--- config.mk ---
export PLATFORM = sky130hd
export DESIGN_NAME = ustawianie_czasu_flat
export DESIGN_NICKNAME = d
export VERILOG_FILES = /design/src/rtl/ustawianie_czasu_if.sv /design/src/rtl/ustawianie_czasu.sv /design/src/flat_wrapper.sv
export SDC_FILE = /design/constraint.sdc
export NUM_CORES = 1
export LEC_CHECK = 0
export ABC_CLOCK_PERIOD_IN_PS = 2300
export CAP_MARGIN = 10
export CORE_AREA = 3 3 68 70
export DETAILED_ROUTE_END_ITERATION = 8
export DIE_AREA = 0 0 71 73
export GPL_ROUTABILITY_DRIVEN = 1
export PLACE_DENSITY = 0.78
export SYNTH_ARGS = -nofsm -noshare
export SYNTH_HDL_FRONTEND = slang
export SYNTH_SLANG_ARGS = --single-unit
--- constraint.sdc ---
create_clock -name i_CLK -period 2.3 [get_ports i_CLK]
set_input_delay 0.46 -clock i_CLK [delete_from_list [all_inputs] [get_ports i_CLK]]
set_output_delay 0.46 -clock i_CLK [all_outputs]
set_load 0.03 [all_outputs]
--- src/rtl/ustawianie_czasu_if.sv ---
// ustawianie_czasu_if: button/tick inputs and time/state outputs of the countdown timer.
interface ustawianie_czasu_if;
    logic [3:0] i_Przyciski_stan;
    logic       i_Przyciski_impuls;
    logic       i_Przyciski_przytrzymanie;
    logic       i_Odliczanie_impuls;
    logic       i_Odliczanie_przytrzymanie;
    logic       i_CE_1Hz;
    logic [6:0] o_Minuty;
    logic [5:0] o_Sekundy;
    logic [1:0] o_Stan;
    logic       o_Koniec;
    logic       o_Alarm;
    modport master (
        output i_Przyciski_stan, i_Przyciski_impuls, i_Przyciski_przytrzymanie,
               i_Odliczanie_impuls, i_Odliczanie_przytrzymanie, i_CE_1Hz,
        input  o_Minuty, o_Sekundy, o_Stan, o_Koniec, o_Alarm
    );
    modport slave (
        input  i_Przyciski_stan, i_Przyciski_impuls, i_Przyciski_przytrzymanie,
               i_Odliczanie_impuls, i_Odliczanie_przytrzymanie, i_CE_1Hz,
        output o_Minuty, o_Sekundy, o_Stan, o_Koniec, o_Alarm
    );
endinterface

--- src/rtl/ustawianie_czasu.sv ---
// ustawianie_czasu: MM:SS countdown timer with set/start/pause/alarm FSM.
// Define AUTO_POWTARZANIE_EN to enable auto-repeat of held set buttons.
module ustawianie_czasu #(
    parameter int F_CLK  = 100_000_000,
    parameter int F_POWT = 10
) (
    input  logic               i_CLK,
    input  logic               i_RST,
    ustawianie_czasu_if.slave  bus
);
    localparam int P = F_CLK / F_POWT;

    typedef enum logic [1:0] {USTAWIANIE, ODLICZANIE, PAUZA, KONIEC} stan_t;

    stan_t      state_q;
    logic [6:0] min_q, start_min_q, set_min_d;
    logic [5:0] sec_q, start_sec_q, set_sec_d;
    logic       koniec_q, alarm_q, hold_q;
    logic       rep_step, onehot, set_step, nonzero, at_one, hold_rise;

`ifdef AUTO_POWTARZANIE_EN
    localparam int CW = $clog2(P + 1);
    logic [CW-1:0] cnt_q;
    assign rep_step = bus.i_Przyciski_przytrzymanie && (cnt_q == CW'(P - 1));
    always_ff @(posedge i_CLK) begin
        if (i_RST || !bus.i_Przyciski_przytrzymanie)
            cnt_q <= '0;
        else
            cnt_q <= rep_step ? '0 : cnt_q + 1'b1;
    end
`else
    logic unused_rep;
    assign rep_step   = 1'b0;
    assign unused_rep = &{1'b0, bus.i_Przyciski_przytrzymanie, P[0]};
`endif

    // Bit order {IS,DS,IM,DM}; only a single pressed button steps the time.
    assign onehot    = (bus.i_Przyciski_stan != 4'd0) &&
                       ((bus.i_Przyciski_stan & (bus.i_Przyciski_stan - 4'd1)) == 4'd0);
    assign set_step  = onehot && (bus.i_Przyciski_impuls || rep_step);
    assign nonzero   = (min_q != 7'd0) || (sec_q != 6'd0);
    assign at_one    = (min_q == 7'd0) && (sec_q == 6'd1);
    assign hold_rise = bus.i_Odliczanie_przytrzymanie && !hold_q;

    always_comb begin
        set_sec_d = bus.i_Przyciski_stan[3] ? ((sec_q == 6'd59) ? 6'd0 : sec_q + 6'd1) :
                    bus.i_Przyciski_stan[2] ? ((sec_q == 6'd0) ? 6'd59 : sec_q - 6'd1) : sec_q;
        set_min_d = bus.i_Przyciski_stan[1] ? ((min_q == 7'd99) ? 7'd0 : min_q + 7'd1) :
                    bus.i_Przyciski_stan[0] ? ((min_q == 7'd0) ? 7'd99 : min_q - 7'd1) : min_q;
    end

    always_ff @(posedge i_CLK) begin
        if (i_RST) begin
            state_q     <= USTAWIANIE;
            min_q       <= '0;
            sec_q       <= '0;
            start_min_q <= '0;
            start_sec_q <= '0;
            koniec_q    <= 1'b0;
            alarm_q     <= 1'b0;
            hold_q      <= 1'b0;
        end else begin
            koniec_q <= 1'b0;
            hold_q   <= bus.i_Odliczanie_przytrzymanie;
            if (hold_rise) begin
                state_q <= USTAWIANIE;
                min_q   <= '0;
                sec_q   <= '0;
                alarm_q <= 1'b0;
            end else begin
                case (state_q)
                    USTAWIANIE: begin
                        if (bus.i_Odliczanie_impuls && nonzero) begin
                            state_q     <= ODLICZANIE;
                            start_min_q <= min_q;
                            start_sec_q <= sec_q;
                        end else if (set_step) begin
                            min_q <= set_min_d;
                            sec_q <= set_sec_d;
                        end
                    end
                    ODLICZANIE: begin
                        // Reaching zero wins over a coincident pause request.
                        if (bus.i_CE_1Hz && at_one) begin
                            sec_q    <= '0;
                            state_q  <= KONIEC;
                            koniec_q <= 1'b1;
                            alarm_q  <= 1'b1;
                        end else begin
                            if (bus.i_CE_1Hz) begin
                                min_q <= (sec_q == 6'd0) ? min_q - 7'd1 : min_q;
                                sec_q <= (sec_q == 6'd0) ? 6'd59 : sec_q - 6'd1;
                            end
                            if (bus.i_Odliczanie_impuls)
                                state_q <= PAUZA;
                        end
                    end
                    PAUZA: begin
                        if (bus.i_Odliczanie_impuls)
                            state_q <= ODLICZANIE;
                    end
                    KONIEC: begin
                        if (bus.i_Odliczanie_impuls) begin
                            state_q <= USTAWIANIE;
                            min_q   <= start_min_q;
                            sec_q   <= start_sec_q;
                            alarm_q <= 1'b0;
                        end
                    end
                    default: state_q <= USTAWIANIE;
                endcase
            end
        end
    end

    assign bus.o_Minuty  = min_q;
    assign bus.o_Sekundy = sec_q;
    assign bus.o_Stan    = state_q;
    assign bus.o_Koniec  = koniec_q;
    assign bus.o_Alarm   = alarm_q;
endmodule

--- src/flat_wrapper.sv ---
// flat-port wrapper written by rule: the top's interface ports become plain ports
module ustawianie_czasu_flat 
#(
    parameter int F_CLK  = 100_000_000,
    parameter int F_POWT = 10
)
  (i_CLK, i_RST, bus_i_Przyciski_stan, bus_i_Przyciski_impuls, bus_i_Przyciski_przytrzymanie, bus_i_Odliczanie_impuls, bus_i_Odliczanie_przytrzymanie, bus_i_CE_1Hz, bus_o_Minuty, bus_o_Sekundy, bus_o_Stan, bus_o_Koniec, bus_o_Alarm);
  ustawianie_czasu_if bus_i ();
  input  logic i_CLK;
  input  logic i_RST;
  input wire logic [$bits(bus_i.i_Przyciski_stan)-1:0] bus_i_Przyciski_stan;
  input wire logic [$bits(bus_i.i_Przyciski_impuls)-1:0] bus_i_Przyciski_impuls;
  input wire logic [$bits(bus_i.i_Przyciski_przytrzymanie)-1:0] bus_i_Przyciski_przytrzymanie;
  input wire logic [$bits(bus_i.i_Odliczanie_impuls)-1:0] bus_i_Odliczanie_impuls;
  input wire logic [$bits(bus_i.i_Odliczanie_przytrzymanie)-1:0] bus_i_Odliczanie_przytrzymanie;
  input wire logic [$bits(bus_i.i_CE_1Hz)-1:0] bus_i_CE_1Hz;
  output wire logic [$bits(bus_i.o_Minuty)-1:0] bus_o_Minuty;
  output wire logic [$bits(bus_i.o_Sekundy)-1:0] bus_o_Sekundy;
  output wire logic [$bits(bus_i.o_Stan)-1:0] bus_o_Stan;
  output wire logic [$bits(bus_i.o_Koniec)-1:0] bus_o_Koniec;
  output wire logic [$bits(bus_i.o_Alarm)-1:0] bus_o_Alarm;
  assign bus_i.i_Przyciski_stan = bus_i_Przyciski_stan;
  assign bus_i.i_Przyciski_impuls = bus_i_Przyciski_impuls;
  assign bus_i.i_Przyciski_przytrzymanie = bus_i_Przyciski_przytrzymanie;
  assign bus_i.i_Odliczanie_impuls = bus_i_Odliczanie_impuls;
  assign bus_i.i_Odliczanie_przytrzymanie = bus_i_Odliczanie_przytrzymanie;
  assign bus_i.i_CE_1Hz = bus_i_CE_1Hz;
  assign bus_o_Minuty = bus_i.o_Minuty;
  assign bus_o_Sekundy = bus_i.o_Sekundy;
  assign bus_o_Stan = bus_i.o_Stan;
  assign bus_o_Koniec = bus_i.o_Koniec;
  assign bus_o_Alarm = bus_i.o_Alarm;
  ustawianie_czasu #(.F_CLK(F_CLK), .F_POWT(F_POWT)) u_core (.i_CLK(i_CLK), .i_RST(i_RST), .bus(bus_i));
endmodule
==> implementation parameters, run 1 <==
Parameter                              Value

Clock network
  CTS Root Cell    sky130_fd_sc_hd__clkbuf_8
  Count of clock tree sinks    31
  CTS Buf Count    5
  Skew-Pair Late Insertion Delay    0.29 ns
  CTS Buffer Depth    2
  H-Tree Depth    2
  Clock slew seen by the registers of the worst setup and hold paths    0.07 ns
  Hold_buf cts    0
  CTS tree    built

Yosys
  Most numerous cell types in the synthesized netlist    sky130_fd_sc_hd__dfxtp_1, sky130_fd_sc_hd__nor2_1, sky130_fd_sc_hd__nand2_1, sky130_fd_sc_hd__o21ai_0, sky130_fd_sc_hd__mux2i_1
  Most common cell in the synthesized netlist    sky130_fd_sc_hd__dfxtp_1
  Synth cell types    65
  Mean cell area of the mapped netlist    8.23 um^2
  Share of flip-flops with an asynchronous set or reset    0%
  Cell Area, Synth    2260 um^2
  Share of Yosys cell area claimed by the top area cell type    27.5%
  Register area share after synthesis    27.5%
  EDFF count, synth    0
  Net Count, Synth    291
  Gate count after technology mapping    274
  Library cell with the largest summed area after synthesis    sky130_fd_sc_hd__dfxtp_1
  Primary flip-flop cell chosen by synthesis mapping    sky130_fd_sc_hd__dfxtp_1
  Number of warning messages in the yosys log    0
  Count of state elements after synthesis    31
  Synth area leaders    sky130_fd_sc_hd__dfxtp_1, sky130_fd_sc_hd__mux2i_1, sky130_fd_sc_hd__o21ai_0

Floorplan
  Placement Rows    23
  Starting density of the core    56.0%
  Horizontal extent of the die    71 um
  Top-Level Pins    28
  Area of the core    4030 um^2
  Die area    5180 um^2
  Die span in y    73 um

Worst hold path
  Worst Hold Launch    u_core.bus.o_Minuty[1]$_SDFFE_PP0P_
  Min-delay worst type    flip-flop to flip-flop

Power
  Share of power burned in combinational logic    38.7%
  Sequential group share of total power    31.3%
  Power per cell area    633 nW/um^2
  Pleak    1.13 nW
  Clock power frac    30.0%
  Psw    620 uW
  Sw Ratio    33.5%
  Largest vdd supply drop    461 uV
  Internal power component    1.23 mW

Routing
  Vias per std cell    6.15
  Per-cell routed wire length    16.7 um
  Post-route DRC    0
  Post-route ant nets    0
  DR pass1 iterations    4
  Wirelength, routed    6.22 mm
  DRC marker count from the first detailed-route iteration    250
  Vias    2286

Global routing
  Global-route usage over all layers    25.1%
  Total gr overflow    0
  Via count of the first global-routing pass    2169
  Antenna violations before repair    0
  Maximum number of pins on one net before global-route repair    33
  Wire length of the first global-routing pass    10.3 mm

Worst setup path
  Category of the worst setup path launch point    input port
  Cell-by-cell listing of the critical path    clkdlybuf4s50_1, nor4b_2, a211oi_2, buf_4, o41a_1, a2111oi_2, a211oi_1
  Type of element capturing the critical path    flip-flop
  Highest-delay cell along the critical path    sky130_fd_sc_hd__clkdlybuf4s50_1
  Worst setup path start    bus_i_Przyciski_stan[3]
  Critical-path maximum fanout    4
  Required time of the critical path    2.46 ns
  Peak per-stage delay on the critical path    0.55 ns
  Crit Path Category    input port to flip-flop
  FF-to-FF Start    u_core.bus.o_Minuty[1]$_SDFFE_PP0P_
  Data arrival time of the worst path    2.39 ns

Cells and area
  Number of inserted diodes    0
  Final layout net count    338
  Fraction of layout cells with a size suffix above 1    20.8%
  Relative area change from synthesis to final layout    29.4%
  Summed area of non-filler cells in the final layout    2920 um^2
  Non-filler cells in the finished layout    372

STA
  Hold violation count in the final report    0
  Actual slew at the worst max-slew pin    0.964 ns
  Setup repair after global routing missed its margin    no
  Minimum period implied by the final worst setup slack    2.23 ns
  Slew HR    35.5%
  Final period util    96.9%
  Number of max-slew violations in the final report    0
  Worst Skew    0.00994 ns
  Fmax achieved    0.449 GHz
  Final Setup Violations    0

Outcome
  Outcome    finished, final reports clean

Placed design
  Half-perimeter wire length after detailed placement    4.41 mm
  Cell Area, Placed    2730 um^2
  Cell Count Post-Placement    360
  Count of input and output buffers    26
  GPL Wtd Cong    0.884

Run
  Max-cap violations    0
power by group through the flow:
stage	clock network, mW	logic (mW)	registers (mW)
floorplan	0	0.425	0.631
global placement	0	0.662	0.589
detailed placement	0	0.675	0.590
CTS	0.562	0.688	0.578
global route	0.598	0.771	0.581
finish	0.555	0.714	0.579
critical path: cells and delay by family:
kind                   cells  cell delay [ns]
and+or+nand+nor            1             0.27
buffers and inverters      2             0.72
AOI/OAI and AO/OA          4             0.95
path summary, 6_finish.rpt:
check	end	cells past startpoint	slack, ns
setup reg to reg	u_core.bus.o_Minuty[1]$_SDFFE_PP0P_	7	0.13
setup / recovery	u_core.bus.o_Minuty[1]$_SDFFE_PP0P_	7	0.07
hold reg to reg	u_core.bus.o_Minuty[1]$_SDFFE_PP0P_	2	0.49
hold / removal	u_core.bus.o_Minuty[1]$_SDFFE_PP0P_	2	0.49
sequential cells by signal (all words and copies together), names as in the netlist:
signal and count:
u_core.bus.o_Alarm 1, u_core.bus.o_Minuty 7, u_core.bus.o_Stan 2, u_core.start_sec_q 6
u_core.start_min_q 7, u_core.bus.o_Koniec 1, u_core.hold_q 1, u_core.bus.o_Sekundy 6
area by class of cell:
type / count / area, um^2
clock buffer: 6 / 82.6
inverter: 9 / 33.8
multi-input combinational: 209 / 1520
sequential: 31 / 623
timing repair buffer: 65 / 558
fill: 319 / 1110
clock inverter: 2 / 35.0
tap: 50 / 62.6
repair_timing:
| action | in CTS | in global routing |
|---|---|---|
| endpoints found under the setup margin | 8 | 13 |
| resized for setup | 4 | 3 |
| pin swaps | 0 | 6 |
| setup buffers | 0 | 4 |
| gates cloned | 0 | 0 |
layer usage:
layer | vias up | wire [um] | GRT usage, %
met2 | 83 | 2880 | 37.6
met4 | 0 | 36 | 9.39
met5 | - | 0 | 0
met1 | 1079 | 2870 | 35.3
met3 | 4 | 438 | 5.65
li1 | 1120 | - | -
layout by cell type (no fill, tap or decap), types with 2 or more instances in the layout:
master	netlist	routed
sky130_fd_sc_hd__o211ai_1	4	4
sky130_fd_sc_hd__o21a_1	3	3
sky130_fd_sc_hd__clkdlybuf4s50_1	0	24
sky130_fd_sc_hd__nor2b_1	6	6
sky130_fd_sc_hd__o31ai_1	2	2
sky130_fd_sc_hd__a211oi_2	1	2
sky130_fd_sc_hd__a21oi_1	12	12
sky130_fd_sc_hd__nor2_1	25	25
sky130_fd_sc_hd__o22ai_1	3	3
sky130_fd_sc_hd__xnor2_1	5	5
sky130_fd_sc_hd__buf_4	1	39
sky130_fd_sc_hd__and2_1	3	3
sky130_fd_sc_hd__and4_1	2	2
sky130_fd_sc_hd__dfxtp_1	31	29
sky130_fd_sc_hd__nand3_1	8	8
sky130_fd_sc_hd__nor3b_1	3	3
sky130_fd_sc_hd__o221a_2	2	2
sky130_fd_sc_hd__nor3_1	7	7
sky130_fd_sc_hd__nand2_1	20	20
sky130_fd_sc_hd__dfxtp_2	0	2
sky130_fd_sc_hd__mux2i_1	15	15
sky130_fd_sc_hd__a31oi_1	5	5
sky130_fd_sc_hd__inv_1	9	9
sky130_fd_sc_hd__ha_1	6	6
sky130_fd_sc_hd__nor4_1	3	3
sky130_fd_sc_hd__or3_1	3	3
sky130_fd_sc_hd__nor4b_4	2	2
sky130_fd_sc_hd__nor4b_2	0	2
sky130_fd_sc_hd__dlymetal6s2s_1	0	2
sky130_fd_sc_hd__o41ai_4	1	2
sky130_fd_sc_hd__and3_1	3	3
sky130_fd_sc_hd__xor2_1	4	4
sky130_fd_sc_hd__clkbuf_8	0	6
sky130_fd_sc_hd__o21ai_0	20	20
sky130_fd_sc_hd__a32oi_1	4	4
sky130_fd_sc_hd__a211oi_1	6	5
per-stage QoR:
stage               TNS [ns]  setup slack (ns)  hold slack [ns]  util [%]  total power, mW
floorplan                  0            0.0451            0.455         -             1.06
global placement       -2.50            -0.288            0.469      67.8             1.25
detailed placement     -4.04            -0.409            0.480      67.8             1.26
CTS                  -0.0147           -0.0147            0.497      71.4             1.83
global route               0            0.0116            0.520      72.5             1.95
finish                     0            0.0709            0.495      72.5             1.85
kinds of logic after synthesis:
logic type / count (synthesis) / synth area share (%)
buffers and inverters: 34 / 6.54
flip-flops: 31 / 27.5
adder cells (fa/ha/maj): 6 / 3.33
multiplexers: 15 / 6.66
XOR/XNOR: 9 / 3.49
AO/OA/AOI/OAI: 83 / 28.2
AND/OR/NAND/NOR: 96 / 24.2
(Power assumes the default switching activity.)
==> run 2, diff against run 1 <==
- ABC_CLOCK_PERIOD_IN_PS: 2300 -> 2600
- CORE_AREA: 3 3 68 70 -> 3 3 66 68
- DIE_AREA: 0 0 71 73 -> 0 0 69 71
- PLACE_DENSITY: 0.78 -> 0.83
- SLEW_MARGIN: not set -> 10
- clock period: 2.3 -> 2.6 ns (I/O delays scaled with it)
==> run 2 against run 1 <==
Final cell count down 5.1%. Flip-flop and latch count unchanged. Non-clock buffer count down 18. Worst setup slack better by 0.14 ns. Clock skew up 0.0053 ns. Die area down 5.5%. Highest routed layer unchanged.
==> implementation parameters, run 2 (synthesis gave the netlist of run 1 again) <==
Parameter                              Value

Global routing
  Wire length of the first global-routing pass    10.4 mm (was 10.3 mm)
  Global-route met2 utilization    39.4% (was 37.6%)
  Antenna violations before repair    0 (unchanged)
  Maximum number of pins on one net before global-route repair    28 (was 33)
  Global-route usage over all layers    25.7% (was 25.1%)
  Via count of the first global-routing pass    2217 (was 2169)
  Total gr overflow    0 (unchanged)
  Most Used Layer, Global Route    met2 (unchanged)
  Met1 Use GR    35.1% (was 35.3%)
  Met3 track demand over resource    5.40% (was 5.65%)

Cells and area
  Commonest cells after routing, fill and taps aside    sky130_fd_sc_hd__dfxtp_1, sky130_fd_sc_hd__clkdlybuf4s50_1, sky130_fd_sc_hd__nor2_1 (was sky130_fd_sc_hd__buf_4, sky130_fd_sc_hd__dfxtp_1, sky130_fd_sc_hd__nor2_1)
  Utilization after layout    69.9% (was 72.5%)
  Final layout net count    320 (was 338)
  Fraction of layout cells with a size suffix above 1    13.5% (was 20.8%)
  Non-filler cells in the finished layout    353 (was 372)
  Most common cell after layout, fill and taps aside    sky130_fd_sc_hd__dfxtp_1 (was sky130_fd_sc_hd__buf_4)
  Fill count    323 (was 319)
  Area taken by flip-flops and latches    621 um^2 (was 623 um^2)
  Number of inserted diodes    0 (unchanged)
  Relative area change from synthesis to final layout    21.3% (was 29.4%)
  Summed area of non-filler cells in the final layout    2740 um^2 (was 2920 um^2)
  Multi-input logic area    1500 um^2 (was 1520 um^2)

Run
  Max-cap violations    0 (unchanged)

Routing
  DRC marker count from the first detailed-route iteration    260 (was 250)
  Post-route ant nets    0 (unchanged)
  Post-route DRC    0 (unchanged)
  Vias per std cell    6.47 (was 6.15)
  DR pass1 iterations    6 (was 4)
  Per-cell routed wire length    17.2 um (was 16.7 um)
  Vias    2284 (was 2286)
  Wirelength, routed    6.08 mm (was 6.22 mm)

Clock network
  CTS Root Cell    sky130_fd_sc_hd__clkbuf_8 (unchanged)
  Skew-Pair Late Insertion Delay    0.30 ns (was 0.29 ns)
  Count of clock tree sinks    31 (unchanged)
  Clock slew seen by the registers of the worst setup and hold paths    0.06 ns (was 0.07 ns)
  CTS Buf Count    5 (unchanged)
  CTS tree    built (unchanged)
  CTS Buffer Depth    2 (unchanged)
  H-Tree Depth    2 (unchanged)
  Number of setup buffers added after CTS    0 (unchanged)

Floorplan
  Die span in y    71 um (was 73 um)
  Starting density of the core    57.6% (was 56.0%)
  Die area    4900 um^2 (was 5180 um^2)
  Placement Rows    23 (unchanged)
  Horizontal extent of the die    69 um (was 71 um)
  Area of the core    3910 um^2 (was 4030 um^2)
  Top-Level Pins    28 (unchanged)

Worst setup path
  Category of the worst setup path launch point    input port (unchanged)
  Crit Path Category    input port to flip-flop (unchanged)
  Critical-path maximum fanout    4 (unchanged)
  Required time of the critical path    2.81 ns (was 2.46 ns)
  Type of element capturing the critical path    flip-flop (unchanged)
  Data arrival time of the worst path    2.60 ns (was 2.39 ns)

STA
  Fmax achieved    0.418 GHz
  Worst Skew    0.0152 ns (was 0.00994 ns)
  Minimum period implied by the final worst setup slack    2.39 ns
  Actual slew at the worst max-slew pin    0.870 ns (was 0.964 ns)
  Accumulated negative setup slack    0 ns (unchanged)
  Hold violation count in the final report    0 (unchanged)
  Final worst-path setup slack    0.208 ns (was 0.0709 ns)
  Slew HR    41.8% (was 35.5%)
  Number of max-slew violations in the final report    0 (unchanged)
  Final Setup Violations    0 (unchanged)
  Setup repair after global routing missed its margin    no (unchanged)
  Final period util    92.0%
  Final Hold Slack    0.505 ns (was 0.495 ns)

Worst hold path
  Min-delay worst type    flip-flop to flip-flop (unchanged)

Placed design
  Half-perimeter wire length after detailed placement    4.29 mm (was 4.41 mm)
  Cell Area, Placed    2620 um^2 (was 2730 um^2)
  Count of input and output buffers    26 (unchanged)
  Post-placement worst setup slack    -0.275 ns (was -0.409 ns)
  Cell Count Post-Placement    346 (was 360)
  GPL Wtd Cong    0.896 (was 0.884)

Power
  Pleak    1.00 nW (was 1.13 nW)
  Power per cell area    566 nW/um^2 (was 633 nW/um^2)
  Overall power consumption    1.55 mW (was 1.85 mW)
  Largest vdd supply drop    361 uV (was 461 uV)

Outcome
  Outcome    finished, final reports clean (unchanged)
[run 2: cell count changes in the layout (fill, tap and decap cells not counted), moves of 2 or more]
cell / previous run / this run
sky130_fd_sc_hd__buf_4: 39 / 21
sky130_fd_sc_hd__clkdlybuf4s50_1: 24 / 26
sky130_fd_sc_hd__dfxtp_1: 29 / 31
sky130_fd_sc_hd__dfxtp_2: 2 / 0
sky130_fd_sc_hd__dlymetal6s2s_1: 2 / 0
sky130_fd_sc_hd__nor4b_1: 0 / 2
sky130_fd_sc_hd__nor4b_2: 2 / 0
[run 2: what timing repair did]
| item | 4_1_cts | 5_1_grt |
|---|---|---|
| hold buffers | 0 | 0 |
| hold endpoints to repair | 0 | 0 |
| gates resized for setup | 0 | 2 |
| endpoints found under the setup margin | 0 | 8 |
[run 2: path summary, 6_finish.rpt]
path	from	to	slack, ns	cells after the start
hold / removal	u_core.start_sec_q[2]$_SDFFE_PP0P_	u_core.start_sec_q[2]$_SDFFE_PP0P_	0.51	2
setup / recovery	bus_i_Przyciski_stan[0]	u_core.bus.o_Minuty[5]$_SDFFE_PP0P_	0.21	6
setup reg to reg	u_core.bus.o_Minuty[1]$_SDFFE_PP0P_	u_core.bus.o_Sekundy[3]$_SDFFE_PP0P_	0.33	7
hold reg to reg	u_core.start_sec_q[2]$_SDFFE_PP0P_	u_core.start_sec_q[2]$_SDFFE_PP0P_	0.51	2
[run 2: power breakdown]
group / total (mW) / switching, mW / leakage, nW / internal (mW)
registers: 0.522 / 0.0268 / 0.251 / 0.495
logic: 0.565 / 0.324 / 0.702 / 0.241
clock network: 0.463 / 0.182 / 0.0513 / 0.281
total: 1.55 / 0.533 / 1.00 / 1.02
[run 2: worst max-delay path, cell delays in order]
cell and delay, ns:
sky130_fd_sc_hd__clkdlybuf4s50_1 0.48, sky130_fd_sc_hd__xor2_1 0.19, sky130_fd_sc_hd__a211oi_1 0.66, sky130_fd_sc_hd__o41a_1 0.38
sky130_fd_sc_hd__nor2_1 0.12, sky130_fd_sc_hd__a211oi_2 0.24
[run 2: cell type report]
type                            count  share of cell area [%]
Tap cell                           50                    2.29
Clock inverter                      1                    1.10
Timing Repair Buffer               47                    15.3
Inverter                            9                    1.23
Clock buffer                        6                    2.65
Multi-Input combinational cell    209                    54.8
Sequential cell                    31                    22.7
[run 2: per-layer routing]
metal  part of all wire, %  wire (um)
met5                     0          0
met4                   1.7        101
met3                   7.6        459
met2                    45       2750
met1                    46       2770
==> run 3, diff against run 2 <==
- CAP_MARGIN: 10 -> 20
==> results of run 3 <==
No change in the layout: final DEF, timing and power equal those of run 2.
